`config.mk`:
```
export PLATFORM = sky130hd
export DESIGN_NAME = saradc_sar_ctrl
export DESIGN_NICKNAME = d
export VERILOG_FILES = /design/src/rtl/saradc_pkg.sv /design/src/rtl/saradc_sar_reg.sv /design/src/rtl/saradc_sar_ctrl.sv
export SDC_FILE = /design/constraint.sdc
export NUM_CORES = 1
export LEC_CHECK = 0
export CAP_MARGIN = 15
export CORE_ASPECT_RATIO = 0.8
export CORE_MARGIN = 1
export CORE_UTILIZATION = 50
export CTS_CLUSTER_SIZE = 28
export DETAILED_ROUTE_END_ITERATION = 8
export DONT_BUFFER_PORTS = 1
export MAX_ROUTING_LAYER = met4
export PLACE_DENSITY = 0.71
export SLEW_MARGIN = 0
export SYNTH_ARGS = -nofsm -noshare
export SYNTH_HDL_FRONTEND = slang
export SYNTH_SLANG_ARGS = --single-unit
```
`constraint.sdc`:
```
create_clock -name clk -period 2.45 [get_ports clk]
set_input_delay 0.3675 -clock clk [delete_from_list [all_inputs] [get_ports clk]]
set_output_delay 0.3675 -clock clk [all_outputs]
set_load 0.05 [all_outputs]
```
`src/rtl/saradc_pkg.sv`:
```
// saradc_pkg: shared FSM state codes, default sizing and a width helper for the SAR controller.
`default_nettype none

package saradc_pkg;

  localparam int SAR_NBITS_DEF   = 8;
  localparam int SAR_TSAMPLE_DEF = 4;
  localparam int SAR_TSETTLE_DEF = 1;

  localparam logic [2:0] ST_IDLE   = 3'd0;
  localparam logic [2:0] ST_SAMP   = 3'd1;
  localparam logic [2:0] ST_SETTLE = 3'd2;
  localparam logic [2:0] ST_CMP    = 3'd3;
  localparam logic [2:0] ST_WAIT   = 3'd4;

  // Bits needed to index 0..v-1; never returns less than 1.
  function automatic int clog2(input int v);
    int r;
    r = 1;
    while ((1 << r) < v) r++;
    return r;
  endfunction

endpackage

`default_nettype wire

```
`src/rtl/saradc_sar_reg.sv`:
```
// saradc_sar_reg: successive-approximation trial/result register (clear, load-trial, decide).
`default_nettype none

module saradc_sar_reg
  import saradc_pkg::*;
#(
  parameter int NBITS = SAR_NBITS_DEF,
  parameter int KW    = clog2(NBITS)
) (
  input  logic             clk,
  input  logic             rst_n,
  input  logic             clear,
  input  logic             load_trial,
  input  logic             decide,
  input  logic [KW-1:0]    idx,
  input  logic             comp,
  output logic [NBITS-1:0] code
);

  localparam logic [NBITS-1:0] ONE = NBITS'(1);

  // Priority clear > load > decide lets a restart override the final decision write.
  always_ff @(posedge clk or negedge rst_n) begin
    if (!rst_n) begin
      code <= '0;
    end else if (clear) begin
      code <= '0;
    end else if (load_trial) begin
      code <= ONE << idx;
    end else if (decide) begin
      code[idx] <= comp;
      if (idx != '0) code[idx - KW'(1)] <= 1'b1;
    end
  end

endmodule

`default_nettype wire

```
`src/rtl/saradc_sar_ctrl.sv`:
```
// saradc_sar_ctrl: SAR ADC sequencer with one-entry valid/ready result buffer.
// Optional SARADC_CTRL_AUTOREPEAT_EN adds the CONT input for back-to-back conversions.
`default_nettype none

module saradc_sar_ctrl
  import saradc_pkg::*;
#(
  parameter int NBITS   = SAR_NBITS_DEF,
  parameter int TSAMPLE = SAR_TSAMPLE_DEF,
  parameter int TSETTLE = SAR_TSETTLE_DEF
) (
  input  logic             clk,
  input  logic             rst_n,
  input  logic             start,
  input  logic             comp,
`ifdef SARADC_CTRL_AUTOREPEAT_EN
  input  logic             cont,
`endif
  output logic             sample,
  output logic             comp_stb,
  output logic [NBITS-1:0] dac,
  output logic             busy,
  output logic [NBITS-1:0] data,
  output logic             data_valid,
  input  logic             data_ready
);

  localparam int            KW    = clog2(NBITS);
  localparam logic [KW-1:0] K_MSB = KW'(NBITS - 1);
  localparam logic [7:0]    T_SMP = 8'(TSAMPLE - 1);
  localparam logic [7:0]    T_STL = 8'(TSETTLE - 1);

  logic [2:0]       state, state_nx;
  logic [7:0]       timer;
  logic [KW-1:0]    bit_idx;
  logic [NBITS-1:0] code, result;
  logic             buf_free, load_buf, cont_en;
  logic             reg_clear, reg_load, reg_decide;

`ifdef SARADC_CTRL_AUTOREPEAT_EN
  assign cont_en = cont;
`else
  assign cont_en = 1'b0;
`endif

  assign buf_free = !data_valid || data_ready;

  always_comb begin
    result    = code;
    result[0] = comp;
  end

  always_comb begin
    state_nx = state;
    load_buf = 1'b0;
    case (state)
      ST_IDLE:   if (start) state_nx = ST_SAMP;
      ST_SAMP:   if (timer == '0) state_nx = ST_SETTLE;
      ST_SETTLE: if (timer == '0) state_nx = ST_CMP;
      ST_CMP: begin
        if (bit_idx != '0) begin
          state_nx = ST_SETTLE;
        end else if (buf_free) begin
          load_buf = 1'b1;
          state_nx = cont_en ? ST_SAMP : ST_IDLE;
        end else begin
          state_nx = ST_WAIT;
        end
      end
      ST_WAIT: begin
        if (buf_free) begin
          load_buf = 1'b1;
          state_nx = cont_en ? ST_SAMP : ST_IDLE;
        end
      end
      default: state_nx = ST_IDLE;
    endcase
  end

  // DAC is cleared only on SAMP entry, so the final code stays visible while idle or waiting.
  assign reg_clear  = (state_nx == ST_SAMP) && (state != ST_SAMP);
  assign reg_load   = (state == ST_SAMP) && (state_nx == ST_SETTLE);
  assign reg_decide = (state == ST_CMP);

  saradc_sar_reg #(
    .NBITS (NBITS),
    .KW    (KW)
  ) u_sar_reg (
    .clk        (clk),
    .rst_n      (rst_n),
    .clear      (reg_clear),
    .load_trial (reg_load),
    .decide     (reg_decide),
    .idx        (reg_load ? K_MSB : bit_idx),
    .comp       (comp),
    .code       (code)
  );

  always_ff @(posedge clk or negedge rst_n) begin
    if (!rst_n) begin
      state      <= ST_IDLE;
      timer      <= '0;
      bit_idx    <= '0;
      data       <= '0;
      data_valid <= 1'b0;
    end else begin
      state <= state_nx;

      if ((state_nx == ST_SAMP) && (state != ST_SAMP))
        timer <= T_SMP;
      else if ((state_nx == ST_SETTLE) && (state != ST_SETTLE))
        timer <= T_STL;
      else if (timer != '0)
        timer <= timer - 8'd1;

      if (reg_load)
        bit_idx <= K_MSB;
      else if ((state == ST_CMP) && (bit_idx != '0))
        bit_idx <= bit_idx - KW'(1);

      // WAIT reads the register, which already holds the decided LSB.
      if (load_buf) begin
        data       <= (state == ST_CMP) ? result : code;
        data_valid <= 1'b1;
      end else if (data_ready) begin
        data_valid <= 1'b0;
      end
    end
  end

  assign sample   = (state == ST_SAMP);
  assign comp_stb = (state == ST_CMP);
  assign busy     = (state != ST_IDLE);
  assign dac      = code;

endmodule

`default_nettype wire
```
=== Word level (Yosys, flattened, before mapping) ===
Cells that the tools add are included.
Widths: inputs -> output; s select.

* Register bits: 31
* Bits in latches: 0
* Bits in writable memories: 0
* Memory bits (read-only): 0
* Input bits: 5
* Word-level logic and storage cells: 69
* Memories: 0

* Add/sub/neg operators: 3
* $mul: 0
* Divide/modulo/power cells: 0
* Order comparisons: 4
* Equal/unequal tests: 8
* Shifts and indexed selects: 1
* Mux-type cells: 28
* Bitwise gates (word level): 1
* Reductions and logical operators: 18

{| class="wikitable"
|+ Operator list
! cell !! count
|-
| $mux 8 || 7
|-
| $mux 3 || 9
|-
| $pmux 3 s5 || 1
|-
| $reduce_bool 3->1 || 5
|-
| $eq 3x2->1 const B || 3
|-
| $bwmux 8 || 1
|-
| $logic_not 8->1 || 1
|-
| $lt 3x4->1 const B || 2
|-
| $or 8x8->8 || 1
|-
| $reduce_bool 8->1 || 1
|-
| $shl 1x3->8 const A || 1
|-
| $sub 8x1->8 const B || 1
|-
| $mux 1 || 7
|-
| $demux 1 s3 || 2
|-
| $eq 3x1->1 const B || 2
|-
| $ge 3x1->1 const B || 2
|-
| $logic_and 1x1->1 || 6
|-
| $sub 3x1->3 const B || 2
|-
| $reduce_bool 2->1 || 2
|-
| $eq 3x3->1 const B || 1
|-
| $logic_not 3->1 || 1
|-
| $ne 3x1->1 const B || 1
|-
| $ne 3x2->1 const B || 1
|-
| $pmux 1 s2 || 1
|-
| 2 further kinds || 2
|}

=== Logic depth before layout (Yosys ltp) ===
Gate-level depths: netlist (run 1).

* Word-level depth: 18
* Depth in mapped cells: 8

=== Cells and area by module ===
Synthesis (run 1) repeated with hierarchy kept, for this count alone.

* Cell total of the unflattened synthesis: 209
* Area, all modules: 1956.9 µm²

{| class="wikitable"
|+ Modules (own cells, without submodules)
! module !! instances !! cells each !! area each (µm²) !! seq. area each (µm²)
|-
| saradc_sar_ctrl || 1 || 109 || 1149.9 || 575.6
|-
| saradc_sar_reg || 1 || 100 || 807.0 || 200.2
|}

=== Least setup slack after synthesis (run 1) ===
No wires, ideal clock.

* Kind: flip-flop to flip-flop
* From: register state[0]
* To: register timer[2]
* Arrival time: 2.420 ns
* Required time: 2.328 ns
* Setup slack: -0.092 ns
* Stages on the path, launching flop included: 6
* Buffers on the path: 1
* Period minus slack after synthesis: 2.542 ns
* Path through: dfrtp_1 -> buf_2 -> nor3b_1 -> nand3_2 -> nand3_2 -> nor2_1

* Cells in the longest elaborated chain, start to end: 6
* Elaborated cells between the ends (all ways): 19
* Classes of those cells: 8 x eq/ne; 7 x mux; 4 x reduce/logical

{| class="wikitable"
|+ RTL lines
! what !! RTL line !! source
|-
| start, declared || saradc_sar_ctrl.sv:33 || <nowiki>logic [2:0] state, state_nx;</nowiki>
|-
| start signal, assigned || saradc_sar_ctrl.sv:107 || <nowiki>state <= state_nx;</nowiki>
|-
| $eq 3x1->1 (*) || - ||
|-
| net sample || saradc_sar_ctrl.sv:19 || <nowiki>output logic sample,</nowiki>
|-
| $pmux 3 s5 (*) || saradc_sar_ctrl.sv:56 || <nowiki>case (state)</nowiki>
|-
| $eq 3x2->1 || saradc_sar_ctrl.sv:111 || <nowiki>else if ((state_nx == ST_SETTLE) && (state != ST_SETTLE))</nowiki>
|-
| $logic_and 1x1->1 || saradc_sar_ctrl.sv:111 ||
|-
| $mux 8 || saradc_sar_ctrl.sv:111 ||
|-
| $mux 8 || saradc_sar_ctrl.sv:109 || <nowiki>if ((state_nx == ST_SAMP) && (state != ST_SAMP))</nowiki>
|-
| end signal, assigned || saradc_sar_ctrl.sv:114 || <nowiki>timer <= timer - 8'd1;</nowiki>
|-
| end, declared || saradc_sar_ctrl.sv:34 || <nowiki>logic [7:0] timer;</nowiki>
|}

Mark *: on every way through the listed nets, which the timed path passes. The rest lies on a longest branch.
A chain may end at the register's enable or synchronous reset.

=== Worst setup path in the final report (run 1) ===
* From: register state[0]
* To: register data[0]

* Cells in the longest elaborated chain, start to end: 2
* Elaborated cells between the ends (all ways): 4
* Classes of those cells: 2 x eq/ne; 2 x mux

{| class="wikitable"
|+ RTL lines
! what !! RTL line !! source
|-
| $eq 3x3->1 or $eq 3x2->1 (tied branches) || saradc_sar_ctrl.sv:56, saradc_sar_ctrl.sv:123 ||
|-
| $pmux 1 s2 or $mux 1 (tied branches) || saradc_sar_ctrl.sv:56, saradc_sar_ctrl.sv:123 ||
|-
| end signal, assigned || saradc_sar_ctrl.sv:123 || <nowiki>data <= (state == ST_CMP) ? result : code;</nowiki>
|-
| end, declared || saradc_sar_ctrl.sv:23 || <nowiki>output logic [NBITS-1:0] data,</nowiki>
|}

Parallel ways exist; a longest one is shown, timed or not.

==> results.md, run 1 <==
- First-pass DRT Iterations: 4
- Cell area after synthesis: 1670 um2
- CTS root buffer: clkbuf_8
- Endpoints failing setup: 0
- Synth async-reset ratio: 1.00
- Unique cell type count in the Yosys netlist: 45
- Area growth, synth to finish: 12.1%
- Post-Synth Adder-Cell Area: 0.0225
- Final Wtd Congestion: 0.812
- RSZ-0062 raised after global routing: no
- First-pass GRT wire length: 5590 um
- Largest family of logic cells by synthesized area: simple AND/OR/NAND/NOR gates
- Post-synth EDFFs: 0
- Resize count post-CTS: 0
- Final nets: 176
- Core area: 3130 um2
- ANT cells: 0
- Share of layout cells above drive strength 1: 0.207
- Final wirelength: 3380 um
- Commonest non-fill, non-tap cell in the layout: dfrtp_1
- Synth Flop Type: dfrtp_1
- Final Instance Area: 1870 um2
- Final Worst Setup Slack: 0.175 ns
- Syn Inst Count: 161
- Detailed placer's ending HPWL: 2370 um
- TritonCTS Buffers: 5
- CP Launch Type: flip-flop
- Synth Area in Compound Gates: 0.157
- Total number of vias: 1211
- Clock sink count: 31
- Initial Util: 0.534
- Initial antenna violation count: 0
- Clock skew: 0.00802 ns
- DR iter-0 viols: 90
- Tmin final: 2.27 ns
- Cell Rows: 18
- Setup tns final: 0 ns
- Critical path capture point type: flip-flop
- GRT Overall Usage: 0.223
- Post-synthesis sequential area ratio: 0.464
- Most frequent cells in the layout: 31 x dfrtp_1, 13 x nand2_1, 12 x nor2_1, 11 x inv_1
- Final hold vios: 0
- Ys Warns: 0
- Fin crit share: 0.929
- FF+latch count, synth: 31
- CTS max path bufs: 2
- Largest net degree at the start of global routing: 32
- Hold crit path type: in2reg
- Place WS: 0.129 ns
- Slew Limit Fails: 0
- Die area: 3580 um2
- Arrival @ worst endpoint: 2.44 ns
- Clk slew on worst S/H paths: 0.07 ns
- Placed cell areas: 1730 um2
- Number of global-route vias before repair: 1195
- Worst Path Required: 2.61 ns
- DR vias/cell: 5.79
- Chip height: 53.7 um
- Post-synthesis mux area share: 0.0988
- Post-synth top area share: 0.464
- I/O Pins: 25
- Syn_nets: 169
- TritonCTS clock tree: done
- Worst hold margin: 0.296 ns
- Critical path peak fanout: 11
- Max transition margin: 0.305
- Cell taking the most area after synthesis: dfrtp_1
- Clk_lat worst skew: 0.28 ns
- I/O Buffers: 0
- Htree depth: 2
- GRT overflow: 0
- Syn avg cell area: 10.4 um2
- Die Span X: 66.6 um
- Status: finished, final reports clean
- Crit Path Class: reg2reg
- XOR/XNOR share of the synthesized area: 0.0210
- DR WL/cell: 16.2 um
- Worst Max-Slew Pin Slew: 1.04 ns
- Area share of and/or/nand/nor cells after synthesis: 0.189
- Final ANT Viol Nets: 0
- Highest clock rate: 440 MHz
- Synth top area cells: dfrtp_1 46%, mux2_4 8.1%, nand2_1 2.9%
- MaxCap Viol Count: 0
- Post-route DRC: 0
## worst max-delay path, cell delays in order, from the launching register on
cell	delay, ns
dfrtp_1	0.57
nand3b_2	0.21
inv_1	0.13
a22oi_2	0.07
nor2b_1	0.81
mux2_4	0.35
## cells by family after synthesis
family / Yosys count
compound gates: 39
xor+xnor: 4
fa+ha+maj: 3
buf+inv: 18
flops: 31
mux: 12
simple gates: 54
## synthesized netlist by cell type (2+ instances only)
library cell and count:
o21ai_0 6, inv_1 11, nand3_2 2, nand3_1 2, mux2_4 9, a21oi_1 9
a221oi_1 2, o22ai_1 3, dfrtp_1 31, or3_1 2, or4_1 2, nor2_1 12
nand3b_1 3, nand2b_1 4, mux2i_1 3, ha_1 3, o21ai_2 2, nor2b_1 5
xnor2_1 4, o211ai_1 3, clkbuf_1 3, nand2_1 13, o31ai_1 2, buf_2 3
o32ai_1 2
## path summary, 6_finish.rpt
check | endpoint | from | slack (ns) | cells past startpoint
setup / recovery | data[0] | state[0] | 0.18 | 5
hold / removal | u_sar_reg.code[7] | comp | 0.30 | 2
setup reg to reg | data[0] | state[0] | 0.18 | 5
hold reg to reg | timer[0] | timer[0] | 0.60 | 2
max in group asynchronous | data[1] | rst_n | 1.74 | 2
min in group asynchronous | data[3] | rst_n | 0.54 | 2
## per-stage QoR
| stage | instances | utilization |
|---|---|---|
| final | 209 | 0.599 |
| after global routing | 209 | 0.599 |
| after CTS | 209 | 0.599 |
| after detailed placement | 199 | 0.552 |
| after global placement | 199 | 0.552 |
| after floorplan | 161 | - |
## flip-flops by register name, indices dropped and copies added, names as in the netlist
name / flops
data_valid: 1
bit_idx: 3
u_sar_reg.code: 8
timer: 8
data: 8
state: 3
## routing by layer
| metal | up-vias | GRT usage | part of all wire |
|---|---|---|---|
| met3 | 2 | 0.0678 | 0.071 |
| met4 | 0 | 0.0887 | 0.0056 |
| li1 | 582 | - | - |
| met1 | 595 | 0.286 | 0.46 |
| met2 | 32 | 0.330 | 0.47 |
| met5 | - | - | 0 |
## what timing repair did
| action | in CTS | in global routing |
|---|---|---|
| hold buffers | 2 | 0 |
| endpoints found under the hold margin | 31 | 0 |
| setup buffers | 0 | 0 |
## cell type report
cell class | instances | area [um2]
fill | 270 | 1260
multi-input combinational | 112 | 822
sequential | 31 | 776
clock buffer | 6 | 82.6
timing repair buffer | 7 | 67.6
tap | 40 | 50.0
inverter | 11 | 41.3
clock inverter | 2 | 35.0
Power of run 1 is not shown: default switching activity piles up to over one toggle a cycle in this logic, so the estimate is an artifact.
==> run 2, diff against run 1 <==
Settings changed: CORE_MARGIN 1 to default.
Clock period 2.45 ns to 2.9 ns, I/O delays scaled along.
==> run 2 against run 1 <==
Against the previous run:
- maximum frequency decreased by 8.1%
- largest cell class unchanged
- non-clock buffer count decreased by 3
- cell count decreased by 1.4%
- routed wire length increased by 0.53%
- critical endpoint is now data[6]
- worst setup slack improved by 0.25 ns
- register-to-register slack improved by 0.25 ns
- clock skew decreased by 0.0028 ns
==> results.md, run 2 (synthesis results as in run 1) <==
- Fin util: 0.592
- Clock skew: 0.00521 ns
- Final wirelength: 3400 um
- Max transition margin: 0.270
- Hold crit path type: in2reg
- Clk slew on worst S/H paths: 0.07 ns
- Detailed placer's ending HPWL: 2440 um
- Largest net degree at the start of global routing: 32
- Fin crit share: 0.854
- Total number of vias: 1221
- Chip height: 53.7 um
- GRT Overall Usage: 0.225
- Placed cell areas: 1700 um2
- Number of global-route vias before repair: 1180
- CP Launch Type: flip-flop
- Status: finished, final reports clean
- Worst reg2reg setup slack: 0.42 ns
- RSZ-0062 raised after global routing: no
- Crit-path cells: inv_1, ha_1, nor2b_1, a22oi_2, nor2b_1, mux2_4
- Highest clock rate: 404 MHz
- Endpoints failing setup: 0
- Tmin final: 2.48 ns
- Hold depth: 2
- First-pass GRT wire length: 5550 um
- Hold Crit Endpoint: state[2]
- Initial Util: 0.534
- Initial antenna violation count: 0
- Worst reg2reg path startpoint: bit_idx[0]
- DR vias/cell: 5.93
- Crit. Startpoint: bit_idx[0]
- Critical path peak fanout: 11
- Final nets: 173
- GRT overflow: 0
- Critical Path Max Stage Delay: 0.85 ns
- First-pass DRT Iterations: 4
- I/O Buffers: 0
- CTS root buffer: clkbuf_8
- Crit Path Class: reg2reg
- TritonCTS Buffers: 5
- Share of layout cells above drive strength 1: 0.193
- I/O Pins: 25
- Most frequent cells in the layout: 31 x dfrtp_1, 13 x nand2_1, 12 x nor2_1, 11 x inv_1
- CTS max path bufs: 2
- Arrival @ worst endpoint: 2.64 ns
- Final Instance Area: 1850 um2
- CP most frequent cell: nor2b_1
- Crit-path slowest cell: nor2b_1
- Slew Limit Fails: 0
- Clock sink count: 31
- Worst Max-Slew Pin Slew: 1.09 ns
- MaxCap Viol Count: 0
- DR iter-0 viols: 66
- Resize count post-CTS: 0
- Final Wtd Congestion: 0.833
- Clk_lat worst skew: 0.28 ns
- ANT cells: 0
- Setup tns final: 0 ns
- Commonest non-fill, non-tap cell in the layout: dfrtp_1
- Worst Reg2Reg Path Length in Cells: 6
- TritonCTS clock tree: done
- Die Span X: 66.6 um
- Core area: 3130 um2
- DR WL/cell: 16.5 um
- Die area: 3580 um2
- Post-route DRC: 0
- Area growth, synth to finish: 10.8%
- Final hold vios: 0
- Largest registers: data (8), timer (8), u_sar_reg.code (8)
- Final ANT Viol Nets: 0
- Critical path capture point type: flip-flop
- Worst Path Required: 3.07 ns
- Reg2reg end: data[6]
- Htree depth: 2
- Cell Rows: 18
- HP Start: data_ready
-- run 2: cell types whose count changed in the layout (fill, tap and decap cells not counted), sizes merged --
cell,previous run,this run
buf,6,3
-- run 2: layer usage --
metal,GRT usage,up-vias,share of wire
li1,-,573,-
met1,0.296,590,0.47
met2,0.308,50,0.43
met3,0.0720,8,0.068
met4,0.117,0,0.026
met5,-,-,0
-- run 2: cell type report --
cell class	count	area, um2
clock inverters	2	35.0
repair buffers	4	45.0
well taps	40	50.0
inverters	11	41.3
fillers	259	1280
multi-input cells	112	822
clock buffers	6	82.6
flip-flops and latches	31	776
-- run 2: stage by stage --
step / cells / setup slack, ns / hold slack (ns)
after global routing: 206 / 0.280 / 0.384
after detailed placement: 196 / 0.436 / 0.140
after floorplan: 161 / 0.358 / 0.139
after global placement: 196 / 0.588 / 0.140
after CTS: 206 / 0.420 / 0.354
final: 206 / 0.424 / 0.352
-- run 2: worst max path at each step --
| stage | endpoint | slack (ns) | cells past startpoint |
|---|---|---|---|
| floorplan | timer[2] | 0.36 | 5 |
| global placement | data[7] | 0.59 | 6 |
| detailed placement | data[2] | 0.44 | 6 |
| CTS | data[2] | 0.42 | 6 |
| global route | data[4] | 0.28 | 6 |
| finish | data[6] | 0.42 | 6 |
-- run 2: timing repair --
item                                   CTS  global route
hold buffers                             2             0
buffers inserted                         0             0
endpoints found under the hold margin   31             0
-- run 2: critical path, delay by kind of cell, from the launching register on --
kind / cells / cell delay [ns]
buf+inv: 1 / 0.17
compound gates: 1 / 0.10
flops: 1 / 0.48
fa+ha+maj: 1 / 0.18
mux: 1 / 0.35
simple gates: 2 / 1.06
Power of run 2 is left out for the same reason.
==> run 3, diff against run 2 <==
Settings changed: ABC_AREA from default to 1.
==> run 3 against run 2 <==
Against the previous run:
- maximum frequency up 26%
- first-iteration DRC count increased by 23%
- synthesized cell count rose by 29%
- register-to-register slack gained 0.51 ns
==> results.md, run 3 <==
- Clk slew on worst S/H paths: 0.07 ns
- Total internal power: 1140 uW
- Count leader, synth: nand2_1
- Htree depth: 2
- First-pass GRT wire length: 5470 um
- Clock sink count: 31
- Max transition margin: 0.627
- Fin crit share: 0.677
- Synth async-reset ratio: 1.00
- Fin util: 0.588
- FF+latch count, synth: 31
- Syn avg cell area: 7.99 um2
- Seq pwr share: 0.444
- Critical path capture point type: flip-flop
- Synth Area in Compound Gates: 0.0745
- Synth top area cells: dfrtp_1 47%, nand2_1 18%, inv_1 4.1%
- Post-synthesis mux area share: 0
- Share of layout cells above drive strength 1: 0.115
- Hold depth: 2
- Worst reg2reg path startpoint: timer[0]
- Most frequent cells in the layout: 80 x nand2_1, 31 x dfrtp_1, 18 x inv_1, 16 x nor2_1, 10 x o21ai_0
- Final hold vios: 0
- Highest clock rate: 510 MHz
- Synth Flop Type: dfrtp_1
- CTS max path bufs: 2
- CTS root buffer: clkbuf_8
- Pwr dens: 1260 nW/um2
- Largest net degree at the start of global routing: 32
- Post-Synth Adder-Cell Area: 0.0226
- Status: finished, final reports clean
- Worst Reg2Reg Path Length in Cells: 11
- Grt met2 use: 0.306
- Post-route DRC: 0
- DR iter-0 viols: 81
- Syn Inst Count: 208
- Sw power: 1180 uW
- Worst Max-Slew Pin Slew: 0.560 ns
- Setup tns final: 0 ns
- Hold crit path type: in2reg
- Pleak: 0.000953 uW
- Arrival @ worst endpoint: 2.13 ns
- XOR/XNOR share of the synthesized area: 0.0316
- Ys Warns: 0
- ANT cells: 0
- CP most frequent cell: nand2_1
- Die area: 3560 um2
- Crit Path Class: reg2reg
- HP Start: comp
- I/O Pins: 25
- Largest registers: data (8), timer (8), u_sar_reg.code (8)
- Area growth, synth to finish: 10.6%
- Syn_nets: 216
- Crit. Startpoint: timer[0]
- TritonCTS Buffers: 5
- Area share of and/or/nand/nor cells after synthesis: 0.336
- Cell area after synthesis: 1660 um2
- Commonest non-fill, non-tap cell in the layout: nand2_1
- Commonest cells post-synth: 80 x nand2_1, 31 x dfrtp_1, 18 x inv_1, 16 x nor2_1, 10 x o21ai_0
- Final wirelength: 3420 um
- Chip height: 53.6 um
- Endpoints failing setup: 0
- Unique cell type count in the Yosys netlist: 29
- Crit-path cells: inv_1, ha_1, nand2_1, nor2_4, nand2_2, nand2_1, nand2_1, nor2_1, nand2_1, nand3_1, nand2_1
- CP Launch Type: flip-flop
- First-pass DRT Iterations: 4
- Combinational power share: 0.365
- Critical path peak fanout: 12
- Critical Path Max Stage Delay: 0.39 ns
- Slew Limit Fails: 0
- GRT Overall Usage: 0.217
- Clk pwr share: 0.191
- Maximum VDD drop: 548 uV
- Cell taking the most area after synthesis: dfrtp_1
- Clock skew: 0.00484 ns
- Worst Path Required: 3.07 ns
- Crit-path slowest cell: dfrtp_1
- Detailed placer's ending HPWL: 2510 um
- Final nets: 224
- I/O Buffers: 0
- Most crowded layer after global routing: met2
- Number of global-route vias before repair: 1222
- Worst hold margin: 0.332 ns
- Tmin final: 1.96 ns
- Buffers inserted by post-CTS timing repair: 0
- Overall Power: 2330 uW
- Post-synthesis sequential area ratio: 0.467
- Core area: 3130 um2
- DR WL/cell: 13.3 um
- Largest family of logic cells by synthesized area: simple AND/OR/NAND/NOR gates
- Final Wtd Congestion: 0.910
- Global routing met3 resource utilization: 0.0636
- Die Span X: 66.5 um
- DR vias/cell: 5.20
- GRT overflow: 0
- Initial antenna violation count: 0
- RSZ-0062 raised after global routing: no
- TritonCTS clock tree: done
- MaxCap Viol Count: 0
- Final ANT Viol Nets: 0
- Clk_lat worst skew: 0.28 ns
- Post-synth EDFFs: 0
- Post-synth top area share: 0.467
- Initial Util: 0.531
- Total number of vias: 1336
- Met1 Track Usage GR: 0.303
- Switching share of power: 0.509
- Cell Rows: 18
==> run 3: cell count changes in the layout (fill, tap and decap cells not counted), sizes merged, moves of 5 or more <==
cell,delta
nor2,+7
nor2b,-5
nand2,+70
inv,+10
nor3,+5
a21oi,-5
xor2,+5
mux2,-9
==> run 3: cell families (layout without fill, tap and decap cells) <==
| kind of cell | count (synthesis) | count (layout) |
|---|---|---|
| xor+xnor | 6 | 6 |
| compound gates | 21 | 21 |
| buf+inv | 24 | 33 |
| simple gates | 123 | 123 |
| flops | 31 | 31 |
| fa+ha+maj | 3 | 3 |
==> run 3: worst paths after layout <==
kind | end | slack (ns)
min in group asynchronous | timer[7] | 0.59
max in group asynchronous | bit_idx[1] | 2.14
min reg2reg | bit_idx[1] | 0.54
max | u_sar_reg.code[7] | 0.94
min | u_sar_reg.code[6] | 0.33
max reg2reg | u_sar_reg.code[7] | 0.94
==> run 3: power by group through the flow <==
| stage | combinational, uW | clock (uW) | sequential (uW) |
|---|---|---|---|
| final | 850 | 445 | 1030 |
| after CTS | 850 | 450 | 1030 |
| after global placement | 813 | 0 | 1030 |
| after detailed placement | 832 | 0 | 1040 |
| after floorplan | 719 | 0 | 985 |
| after global routing | 968 | 465 | 1050 |
==> run 3: layout make-up <==
type	count	area (um2)
flip-flops and latches	31	776
repair buffers	4	45.0
fillers	274	1290
clock buffers	6	82.6
inverters	21	78.8
clock inverters	2	35.0
well taps	40	50.0
multi-input cells	153	772
==> run 3: routing by layer <==
metal	wire length, um	share of wire
met3	227	0.066
met5	0	0
met1	1720	0.50
met4	33	0.0097
met2	1440	0.42
==> run 3: metrics by stage <==
stage,setup slack (ns),cell area [um2],std cells
after detailed placement,0.962,1690,247
final,0.938,1840,257
after global routing,0.735,1840,257
after global placement,1.06,1690,247
after CTS,0.943,1840,257
after floorplan,1.11,1660,208
==> run 3: repair_timing <==
item	4_1_cts	5_1_grt
endpoints found under the hold margin	31	0
resized for setup	0	0
hold buffers	2	0
==> run 3: worst max-delay path: cells and delay by family, from the launching register on <==
kind / cells / cell delay, ns
adder cells (fa/ha/maj): 1 / 0.22
flip-flops: 1 / 0.39
AND/OR/NAND/NOR: 9 / 1.16
buffers and inverters: 1 / 0.08
Power figures use the tool's default switching activity.
